**src/rtl/apb_i2c_slave_pkg.sv**
```systemverilog
// Shared types and constants for the APB-programmable I2C target.
package apb_i2c_slave_pkg;

    typedef enum logic [2:0] {
        S_IDLE      = 3'd0,
        S_ADDR      = 3'd1,
        S_ADDR_ACK  = 3'd2,
        S_RX_BYTE   = 3'd3,
        S_RX_ACK    = 3'd4,
        S_TX_BYTE   = 3'd5,
        S_TX_ACK    = 3'd6,
        S_WAIT_STOP = 3'd7
    } i2c_slv_state_e;

    // Register select values (PADDR[5:2])
    localparam logic [3:0] REG_OWNADDR = 4'd0;
    localparam logic [3:0] REG_CTRL    = 4'd1;
    localparam logic [3:0] REG_RX      = 4'd2;
    localparam logic [3:0] REG_STATUS  = 4'd3;
    localparam logic [3:0] REG_TX      = 4'd4;
    localparam logic [3:0] REG_CMD     = 4'd5;

    // STATUS bit positions
    localparam int ST_RW   = 7;
    localparam int ST_BUSY = 6;
    localparam int ST_OVR  = 5;
    localparam int ST_UDR  = 4;
    localparam int ST_STOP = 3;
    localparam int ST_TXE  = 2;
    localparam int ST_RXF  = 1;
    localparam int ST_IRQ  = 0;

endpackage

```
**src/rtl/apb_i2c_slave_if.sv**
```systemverilog
// APB bus bundle between the host and the I2C target.
interface apb_i2c_slave_if #(
    parameter int ADDR_WIDTH = 12
);
    logic [ADDR_WIDTH-1:0] PADDR;
    logic [31:0]           PWDATA;
    logic                  PWRITE;
    logic                  PSEL;
    logic                  PENABLE;
    logic [31:0]           PRDATA;
    logic                  PREADY;
    logic                  PSLVERR;

    modport master (
        output PADDR, PWDATA, PWRITE, PSEL, PENABLE,
        input  PRDATA, PREADY, PSLVERR
    );

    modport slave (
        input  PADDR, PWDATA, PWRITE, PSEL, PENABLE,
        output PRDATA, PREADY, PSLVERR
    );
endinterface

```
**src/rtl/apb_i2c_slave_bus_mon.sv**
```systemverilog
// SCL/SDA synchronisers and single-cycle bus event pulses.
module apb_i2c_slave_bus_mon #(
    parameter int SYNC_STAGES = 2
) (
    input  logic HCLK,
    input  logic HRESET,
    input  logic scl_i,
    input  logic sda_i,
    output logic sda_s,
    output logic scl_rise,
    output logic scl_fall,
    output logic start_det,
    output logic stop_det
);
    logic [SYNC_STAGES-1:0] scl_sync;
    logic [SYNC_STAGES-1:0] sda_sync;
    logic                   scl_s;
    logic                   scl_q;
    logic                   sda_q;

    // Synchronise the pads (idle-high bus) and keep one cycle of history for edges
    always_ff @(posedge HCLK) begin
        if (HRESET) begin
            scl_sync <= '1;
            sda_sync <= '1;
            scl_q    <= 1'b1;
            sda_q    <= 1'b1;
        end else begin
            scl_sync <= {scl_sync[SYNC_STAGES-2:0], scl_i};
            sda_sync <= {sda_sync[SYNC_STAGES-2:0], sda_i};
            scl_q    <= scl_sync[SYNC_STAGES-1];
            sda_q    <= sda_sync[SYNC_STAGES-1];
        end
    end

    assign scl_s     = scl_sync[SYNC_STAGES-1];
    assign sda_s     = sda_sync[SYNC_STAGES-1];
    assign scl_rise  = scl_s & ~scl_q;
    assign scl_fall  = ~scl_s & scl_q;
    assign start_det = scl_s & scl_q & sda_q & ~sda_s;
    assign stop_det  = scl_s & scl_q & ~sda_q & sda_s;

endmodule

```
**src/rtl/apb_i2c_slave.sv**
```systemverilog
// APB-programmable I2C target: register file plus bus-protocol FSM.
//
// state       | meaning
// S_IDLE      | bus free or block disabled, SDA released
// S_ADDR      | shifting in the address byte
// S_ADDR_ACK  | address matched, driving ACK for one SCL low-high-low
// S_RX_BYTE   | receiving a data byte from the master
// S_RX_ACK    | driving ACK (or leaving NACK) for the received byte
// S_TX_BYTE   | driving a data byte, MSB first, one bit per SCL fall
// S_TX_ACK    | SDA released, sampling the master's ACK/NACK
// S_WAIT_STOP | not addressed or master NACKed; ignore bus until START/STOP
module apb_i2c_slave
    import apb_i2c_slave_pkg::*;
#(
    parameter int APB_ADDR_WIDTH = 12,
    parameter int SYNC_STAGES    = 2
) (
    input  logic           HCLK,
    input  logic           HRESET,
    apb_i2c_slave_if.slave apb,
    output logic           interrupt_o,
    input  logic           scl_pad_i,
    output logic           scl_pad_o,
    output logic           scl_padoen_o,
    input  logic           sda_pad_i,
    output logic           sda_pad_o,
    output logic           sda_padoen_o
);
    logic sda_s, scl_rise, scl_fall, start_det, stop_det;

    apb_i2c_slave_bus_mon #(.SYNC_STAGES(SYNC_STAGES)) u_bus_mon (
        .HCLK      (HCLK),
        .HRESET    (HRESET),
        .scl_i     (scl_pad_i),
        .sda_i     (sda_pad_i),
        .sda_s     (sda_s),
        .scl_rise  (scl_rise),
        .scl_fall  (scl_fall),
        .start_det (start_det),
        .stop_det  (stop_det)
    );

    // Registers
    logic [6:0] own_addr;
    logic       ctrl_en, ctrl_ien;
    logic [7:0] rx_data, tx_data;
    logic       st_rw, st_busy, st_ovr, st_udr, st_stop, st_txe, st_rxf, irq_flag;
    logic       int_q;

    // FSM state and datapath
    i2c_slv_state_e state, state_nxt;
    logic [2:0] bit_cnt, cnt_nxt;
    logic [7:0] shifter, shift_nxt;
    logic       phase_q, phase_nxt;
    logic       ack_ok, ack_nxt;
    logic       sda_oe, oe_nxt;
    logic       ev_addr_hit, ev_rx_ok, ev_rx_ovr, ev_tx_load, ev_stop;

    logic [APB_ADDR_WIDTH-1:0] paddr;
    logic [3:0] reg_sel;
    logic       apb_wr, apb_rd, en_clr;
    logic [7:0] rx_byte, tx_load_val, status;
    logic       unused_apb;

    assign paddr       = apb.PADDR;
    assign reg_sel     = paddr[5:2];
    assign apb_wr      = apb.PSEL & apb.PENABLE & apb.PWRITE;
    assign apb_rd      = apb.PSEL & apb.PENABLE & ~apb.PWRITE;
    // Disabling takes effect on the same edge that writes CTRL
    assign en_clr      = apb_wr && (reg_sel == REG_CTRL) && !apb.PWDATA[7];
    assign rx_byte     = {shifter[6:0], sda_s};
    assign tx_load_val = st_txe ? 8'hFF : tx_data;
    assign unused_apb  = ^{paddr[APB_ADDR_WIDTH-1:6], paddr[1:0], apb.PWDATA[31:8]};

    assign scl_pad_o    = 1'b0;
    assign scl_padoen_o = 1'b1;
    assign sda_pad_o    = 1'b0;
    assign sda_padoen_o = sda_oe;
    assign interrupt_o  = int_q;
    assign apb.PREADY   = 1'b1;
    assign apb.PSLVERR  = 1'b0;

    // FSM state and bit-level datapath registers
    always_ff @(posedge HCLK) begin
        if (HRESET) begin
            state   <= S_IDLE;
            bit_cnt <= '0;
            shifter <= '0;
            phase_q <= 1'b0;
            ack_ok  <= 1'b0;
            sda_oe  <= 1'b1;
        end else begin
            state   <= state_nxt;
            bit_cnt <= cnt_nxt;
            shifter <= shift_nxt;
            phase_q <= phase_nxt;
            ack_ok  <= ack_nxt;
            sda_oe  <= oe_nxt;
        end
    end

    // Next-state, SDA drive and register-update events; STOP beats disable beats START
    always_comb begin
        state_nxt   = state;
        cnt_nxt     = bit_cnt;
        shift_nxt   = shifter;
        phase_nxt   = phase_q;
        ack_nxt     = ack_ok;
        oe_nxt      = sda_oe;
        ev_addr_hit = 1'b0;
        ev_rx_ok    = 1'b0;
        ev_rx_ovr   = 1'b0;
        ev_tx_load  = 1'b0;
        ev_stop     = 1'b0;
        if (stop_det) begin
            state_nxt = S_IDLE;
            oe_nxt    = 1'b1;
            phase_nxt = 1'b0;
            ev_stop   = 1'b1;
        end else if (!ctrl_en || en_clr) begin
            state_nxt = S_IDLE;
            oe_nxt    = 1'b1;
            phase_nxt = 1'b0;
        end else if (start_det) begin
            state_nxt = S_ADDR;
            cnt_nxt   = '0;
            oe_nxt    = 1'b1;
            phase_nxt = 1'b0;
        end else begin
            case (state)
                S_ADDR: if (scl_rise) begin
                    shift_nxt = rx_byte;
                    cnt_nxt   = bit_cnt + 3'd1;
                    if (bit_cnt == 3'd7) begin
                        phase_nxt = 1'b0;
                        if (rx_byte[7:1] == own_addr) begin
                            state_nxt   = S_ADDR_ACK;
                            ev_addr_hit = 1'b1;
                        end else begin
                            state_nxt = S_WAIT_STOP;
                        end
                    end
                end
                S_ADDR_ACK: if (scl_fall) begin
                    if (!phase_q) begin
                        oe_nxt    = 1'b0;
                        phase_nxt = 1'b1;
                    end else begin
                        phase_nxt = 1'b0;
                        cnt_nxt   = '0;
                        if (st_rw) begin
                            state_nxt  = S_TX_BYTE;
                            ev_tx_load = 1'b1;
                            shift_nxt  = tx_load_val;
                            oe_nxt     = tx_load_val[7];
                        end else begin
                            state_nxt = S_RX_BYTE;
                            oe_nxt    = 1'b1;
                        end
                    end
                end
                S_RX_BYTE: if (scl_rise) begin
                    shift_nxt = rx_byte;
                    cnt_nxt   = bit_cnt + 3'd1;
                    if (bit_cnt == 3'd7) begin
                        state_nxt = S_RX_ACK;
                        phase_nxt = 1'b0;
                        ack_nxt   = ~st_rxf;
                        ev_rx_ok  = ~st_rxf;
                        ev_rx_ovr = st_rxf;
                    end
                end
                S_RX_ACK: if (scl_fall) begin
                    if (!phase_q) begin
                        oe_nxt    = ~ack_ok;
                        phase_nxt = 1'b1;
                    end else begin
                        oe_nxt    = 1'b1;
                        phase_nxt = 1'b0;
                        state_nxt = S_RX_BYTE;
                    end
                end
                S_TX_BYTE: begin
                    if (scl_rise) begin
                        cnt_nxt = bit_cnt + 3'd1;
                        if (bit_cnt == 3'd7) begin
                            state_nxt = S_TX_ACK;
                            phase_nxt = 1'b0;
                        end
                    end else if (scl_fall) begin
                        shift_nxt = {shifter[6:0], 1'b1};
                        oe_nxt    = shifter[6];
                    end
                end
                S_TX_ACK: begin
                    if (scl_fall && !phase_q) begin
                        oe_nxt = 1'b1;
                    end else if (scl_rise) begin
                        if (sda_s) state_nxt = S_WAIT_STOP;
                        else       phase_nxt = 1'b1;
                    end else if (scl_fall && phase_q) begin
                        state_nxt  = S_TX_BYTE;
                        phase_nxt  = 1'b0;
                        cnt_nxt    = '0;
                        ev_tx_load = 1'b1;
                        shift_nxt  = tx_load_val;
                        oe_nxt     = tx_load_val[7];
                    end
                end
                default: ;
            endcase
        end
    end

    // Register file: APB writes and clears first, FSM events after so a set wins
    always_ff @(posedge HCLK) begin
        if (HRESET) begin
            own_addr <= '0;
            ctrl_en  <= 1'b0;
            ctrl_ien <= 1'b0;
            rx_data  <= '0;
            tx_data  <= '0;
            st_rw    <= 1'b0;
            st_busy  <= 1'b0;
            st_ovr   <= 1'b0;
            st_udr   <= 1'b0;
            st_stop  <= 1'b0;
            st_txe   <= 1'b1;
            st_rxf   <= 1'b0;
            irq_flag <= 1'b0;
            int_q    <= 1'b0;
        end else begin
            if (apb_wr) begin
                case (reg_sel)
                    REG_OWNADDR: own_addr <= apb.PWDATA[6:0];
                    REG_CTRL: begin
                        ctrl_en  <= apb.PWDATA[7];
                        ctrl_ien <= apb.PWDATA[6];
                    end
                    REG_CMD: begin
                        if (apb.PWDATA[0]) irq_flag <= 1'b0;
                        if (apb.PWDATA[1]) begin
                            st_ovr  <= 1'b0;
                            st_udr  <= 1'b0;
                            st_stop <= 1'b0;
                        end
                    end
                    default: ;
                endcase
            end
            if (apb_rd && reg_sel == REG_RX) st_rxf <= 1'b0;
            if (ev_addr_hit) begin
                st_rw    <= rx_byte[0];
                st_busy  <= 1'b1;
                irq_flag <= 1'b1;
            end
            if (ev_rx_ok) begin
                rx_data  <= rx_byte;
                st_rxf   <= 1'b1;
                irq_flag <= 1'b1;
            end
            if (ev_rx_ovr) begin
                st_ovr   <= 1'b1;
                irq_flag <= 1'b1;
            end
            if (ev_tx_load) begin
                st_txe   <= 1'b1;
                irq_flag <= 1'b1;
                if (st_txe) st_udr <= 1'b1;
            end
            if (ev_stop) begin
                st_busy <= 1'b0;
                if (st_busy) begin
                    st_stop  <= 1'b1;
                    irq_flag <= 1'b1;
                end
            end
            // A fresh TX write must leave TXE clear even if a load happens on the same edge
            if (apb_wr && reg_sel == REG_TX) begin
                tx_data <= apb.PWDATA[7:0];
                st_txe  <= 1'b0;
            end
            int_q <= irq_flag & ctrl_ien;
        end
    end

    // STATUS image
    always_comb begin
        status          = '0;
        status[ST_RW]   = st_rw;
        status[ST_BUSY] = st_busy;
        status[ST_OVR]  = st_ovr;
        status[ST_UDR]  = st_udr;
        status[ST_STOP] = st_stop;
        status[ST_TXE]  = st_txe;
        status[ST_RXF]  = st_rxf;
        status[ST_IRQ]  = irq_flag;
    end

    // APB read mux, zero-extended
    always_comb begin
        apb.PRDATA = '0;
        case (reg_sel)
            REG_OWNADDR: apb.PRDATA[6:0] = own_addr;
            REG_CTRL:    apb.PRDATA[7:6] = {ctrl_en, ctrl_ien};
            REG_RX:      apb.PRDATA[7:0] = rx_data;
            REG_STATUS:  apb.PRDATA[7:0] = status;
            REG_TX:      apb.PRDATA[7:0] = tx_data;
            default: ;
        endcase
    end

endmodule
```
**src/flat_wrapper.sv**
```systemverilog
// flat-port wrapper written by rule: the top's interface ports become plain ports
module apb_i2c_slave_flat import apb_i2c_slave_pkg::*;
#(
    parameter int APB_ADDR_WIDTH = 12,
    parameter int SYNC_STAGES    = 2
)
  (HCLK, HRESET, interrupt_o, scl_pad_i, scl_pad_o, scl_padoen_o, sda_pad_i, sda_pad_o, sda_padoen_o, apb_PADDR, apb_PWDATA, apb_PWRITE, apb_PSEL, apb_PENABLE, apb_PRDATA, apb_PREADY, apb_PSLVERR);
  apb_i2c_slave_if apb_i ();
  input  logic HCLK;
  input  logic HRESET;
  output logic interrupt_o;
  input  logic scl_pad_i;
  output logic scl_pad_o;
  output logic scl_padoen_o;
  input  logic sda_pad_i;
  output logic sda_pad_o;
  output logic sda_padoen_o;
  input wire logic [$bits(apb_i.PADDR)-1:0] apb_PADDR;
  input wire logic [$bits(apb_i.PWDATA)-1:0] apb_PWDATA;
  input wire logic [$bits(apb_i.PWRITE)-1:0] apb_PWRITE;
  input wire logic [$bits(apb_i.PSEL)-1:0] apb_PSEL;
  input wire logic [$bits(apb_i.PENABLE)-1:0] apb_PENABLE;
  output wire logic [$bits(apb_i.PRDATA)-1:0] apb_PRDATA;
  output wire logic [$bits(apb_i.PREADY)-1:0] apb_PREADY;
  output wire logic [$bits(apb_i.PSLVERR)-1:0] apb_PSLVERR;
  assign apb_i.PADDR = apb_PADDR;
  assign apb_i.PWDATA = apb_PWDATA;
  assign apb_i.PWRITE = apb_PWRITE;
  assign apb_i.PSEL = apb_PSEL;
  assign apb_i.PENABLE = apb_PENABLE;
  assign apb_PRDATA = apb_i.PRDATA;
  assign apb_PREADY = apb_i.PREADY;
  assign apb_PSLVERR = apb_i.PSLVERR;
  apb_i2c_slave #(.APB_ADDR_WIDTH(APB_ADDR_WIDTH), .SYNC_STAGES(SYNC_STAGES)) u_core (.HCLK(HCLK), .HRESET(HRESET), .apb(apb_i), .interrupt_o(interrupt_o), .scl_pad_i(scl_pad_i), .scl_pad_o(scl_pad_o), .scl_padoen_o(scl_padoen_o), .sda_pad_i(sda_pad_i), .sda_pad_o(sda_pad_o), .sda_padoen_o(sda_padoen_o));
endmodule
```
**config.mk**
```make
export PLATFORM = sky130hd
export DESIGN_NAME = apb_i2c_slave_flat
export DESIGN_NICKNAME = d
export VERILOG_FILES = /design/src/rtl/apb_i2c_slave_pkg.sv /design/src/rtl/apb_i2c_slave_if.sv /design/src/rtl/apb_i2c_slave_bus_mon.sv /design/src/rtl/apb_i2c_slave.sv /design/src/flat_wrapper.sv
export SDC_FILE = /design/constraint.sdc
export NUM_CORES = 1
export LEC_CHECK = 0
export CELL_PAD_IN_SITES_DETAIL_PLACEMENT = 0
export CELL_PAD_IN_SITES_GLOBAL_PLACEMENT = 1
export CORE_MARGIN = 4
export CORE_UTILIZATION = 38
export CTS_CLUSTER_SIZE = 20
export DETAILED_ROUTE_END_ITERATION = 10
export PLACE_DENSITY_LB_ADDON = 0.25
export SETUP_SLACK_MARGIN = 0.05
export SLEW_MARGIN = 20
export SYNTH_ARGS = -nofsm -noshare
export SYNTH_HDL_FRONTEND = slang
export SYNTH_HIERARCHICAL = 1
export SYNTH_SLANG_ARGS = --single-unit
```
**constraint.sdc**
```tcl
create_clock -name HCLK -period 3.8 [get_ports HCLK]
set_input_delay 0.38 -clock HCLK [delete_from_list [all_inputs] [get_ports HCLK]]
set_output_delay 0.38 -clock HCLK [all_outputs]
set_load 0.02 [all_outputs]
```
==> flow_summary.toml <==
[outcome]
outcome = "completed"

[place]
dp_hpwl_microns = 6081
gp_congestion = 0.7960
portBuffers = 28
dp_slack_ps = 818.7

[cts]
cts_num_sinks = 56
cts_root_buf = "clkbuf_8"
clk_latency_ps = 310
postCtsSetupBuffers = 0
cts_tree = "yes"
cts.hold.buffers_added = 0
numCtsBuffers = 5
cts_resized = 0
cts_buffer_depth = 2
cts_max_level = 2
path_clk_slew_ps = 100

[grt]
grtUsageTotal_pct = 17.36
grt-ovfl-total = 0
grt_pass1_wl_microns = 14010
grt_max_degree = 54
grt_antenna_before_repair = 0
grt_pass1_vias = 2635

[sta]
hold_viol = 0
fin_hold_ws_ps = 410.2
tightest_slew_ps = 1045
rsz0062_at_grt = "false"
setup_viol = 0
period_share_pct = 77.56
fmax_ghz = 0.3393
worst_slack_ps = 852.6
slew_viol_final = 0
period_needed_ps = 2947
setup_tns_ps = 0
skew_ps = 8.224
slew_headroom_pct = 30.31

[yosys]
synth-seq-cells = 56
syn_area_sq_um = 3287
ys_warn_count = 6
ys_seq_area_share_pct = 34.11
synth_edf_count = 0
postSynthCellCount = 387
synth_top_family_by_area = "simple AND/OR/NAND/NOR gates"
synthAdderAreaFrac_pct = 0.7613
async_flop_share_pct = 0
synth_compound_area_share_pct = 21.09
synth.distinct_cells = 61
avgSynthCellArea_sq_um = 8.493
synth_flop_cell = "dfxtp_1"
netlist.area_leader.share_pct = 34.11
synth_largest_area_cell = "dfxtp_1"
yosys.area_share.simple_pct = 22.08
netlist_top_cells_area = "dfxtp_1 34%, mux2i_1 8.5%, buf_4 6.9%, nor2_1 4.5%, a21oi_1 4.3%"
synthXorXnorAreaFrac_pct = 2.132
synth_mux_area_share_pct = 8.527

[power]
power_frac_seq_pct = 57.4
power.share.clock_pct = 33.6
total_power_mw = 1.033
ir_drop_v = 0.0001294
leakage_nw = 1.261
power.density_nw_per_um2 = 287.2
pwr-share-comb_pct = 9.0
sw_frac_of_total_pct = 25.77
p_int_mw = 0.7671
switchingPower_mw = 0.2663

[setup_path]
path_class = "input port to primary output"
critPathCaptureType = "primary output"
crit_path_max_incr_delay_ps = 640
reg2reg_depth = 6
r2r_slack_ps = 1370
regToRegStartpoint = "u_core/u_bus_mon/sda_sync[1]"
cpMostUsedCell = "clkdlybuf4s50_1"
regToRegEndpoint = "u_core/st_rw"
crit_fanout = 14
cpMaxStageDelayCell = "clkdlybuf4s50_1"
crit_family = "buffers and inverters"
crit_required_ps = 3420
critPathArrivalTime_ps = 2570
startpoint_type = "input port"
path_cells = "clkdlybuf4s50_1 -> buf_4 -> nor3_2 -> a22oi_1 -> o21ai_0 -> clkdlybuf4s50_1"
crit_buf_inv = 3

[floorplan]
die_h_microns = 101.0
dieArea_sq_um = 10200
initial_core_util_pct = 39.60
io_pins = 90
row_count = 33
die_w_microns = 101.0
coreArea_sq_um = 8299

[final_layout]
multiInputGateArea_sq_um = 1909
n_fill_cell = 856
syn2layout_area_growth_pct = 9.478
layout_common_cells = "56 x dfxtp_1, 39 x nor2_1, 29 x conb_1"
final_nets = 456
antennaDiodeCount = 0
final_common_cell = "dfxtp_1"
drive_gt1_share_pct = 6.436
regArea_sq_um = 1121

[routing]
vias = 2777
ant_nets = 0
route.detailed.drc = 0
first_pass_iters = 4
wire_per_inst_microns = 16.96
avgViaCountPerCell = 5.456
wirelength_microns = 8633
drt-initial-drc-count = 115

[worst_hold_path]
hp-class = "flop to flop"
holdPathEnd = "u_core/u_bus_mon/scl_sync[1]"
whs_path_depth = 1
min_from = "u_core/u_bus_mon/scl_sync[0]"

[run]
cap_violations = 0
worst max path at each step:
stage                     cells after the start           endpoint  slack, ps                         start
after CTS                                     6      apb_PRDATA[7]        820                  apb_PADDR[2]
after global placement                        6      apb_PRDATA[7]        830                  apb_PADDR[2]
after floorplan                               7  u_core/rx_data[0]       2000  u_core/u_bus_mon/sda_sync[1]
final                                         6      apb_PRDATA[7]        850                  apb_PADDR[2]
after global routing                          6      apb_PRDATA[7]        690                  apb_PADDR[2]
after detailed placement                      6      apb_PRDATA[7]        820                  apb_PADDR[4]
logic make-up after synthesis:
logic type	count (synthesis)
flops	56
simple gates	137
mux	28
other cells	2
xor+xnor	8
compound gates	96
fa+ha+maj	2
buf+inv	58
metrics by stage:
stage | std cells | instance area (sq um) | utilization [%]
final | 509 | 3598 | 43.36
after global routing | 509 | 3598 | 43.36
after CTS | 509 | 3598 | 43.36
after detailed placement | 501 | 3505 | 42.23
after global placement | 501 | 3505 | 42.23
after floorplan | 414 | 3388 | -
flip-flops by register name, indices dropped and copies added (netlist names), 2 cells and up:
register,flops
u_core/state,3
u_core/u_bus_mon/scl_sync,2
u_core/rx_data,8
u_core/u_bus_mon/sda_sync,2
u_core/bit_cnt,3
u_core/own_addr,7
u_core/tx_data,8
u_core/shifter,7
power groups by stage:
| stage | Sequential, mW | Clock, mW | Combinational (mW) |
|---|---|---|---|
| 2_1_floorplan | 0.605 | 0 | 0.0810 |
| 3_3_place_gp | 0.606 | 0 | 0.0923 |
| 3_5_place_dp | 0.607 | 0 | 0.0927 |
| 4_1_cts | 0.593 | 0.359 | 0.0928 |
| 5_1_grt | 0.594 | 0.380 | 0.101 |
| 6_report | 0.593 | 0.348 | 0.0930 |
cell type report:
type / instances / area share, %
Sequential cell: 56 / 31.15
Clock buffer: 7 / 2.399
Inverter: 6 / 0.6259
Timing Repair Buffer: 34 / 8.901
Tap cell: 105 / 3.651
Clock inverter: 1 / 0.2086
Multi-Input combinational cell: 300 / 53.06
metal layers:
| layer | part of all wire [%] | GRT usage (%) | vias up |
|---|---|---|---|
| met5 | 0 | 0 | - |
| met4 | 0.73 | 3.579 | 0 |
| met3 | 4.6 | 2.976 | 7 |
| met2 | 47 | 28.15 | 64 |
| met1 | 48 | 24.25 | 1323 |
| li1 | - | - | 1383 |
synthesized netlist by cell type (all sizes together), types with 8 or more instances:
cell type  count
a21oi         29
nor2          39
nand2         21
nor3          13
nand3         12
buf           42
xor2           8
clkbuf        10
o21ai         17
dfxtp         56
mux2i         28
or2           10
Note: power is estimated with default switching activity, not from simulation.
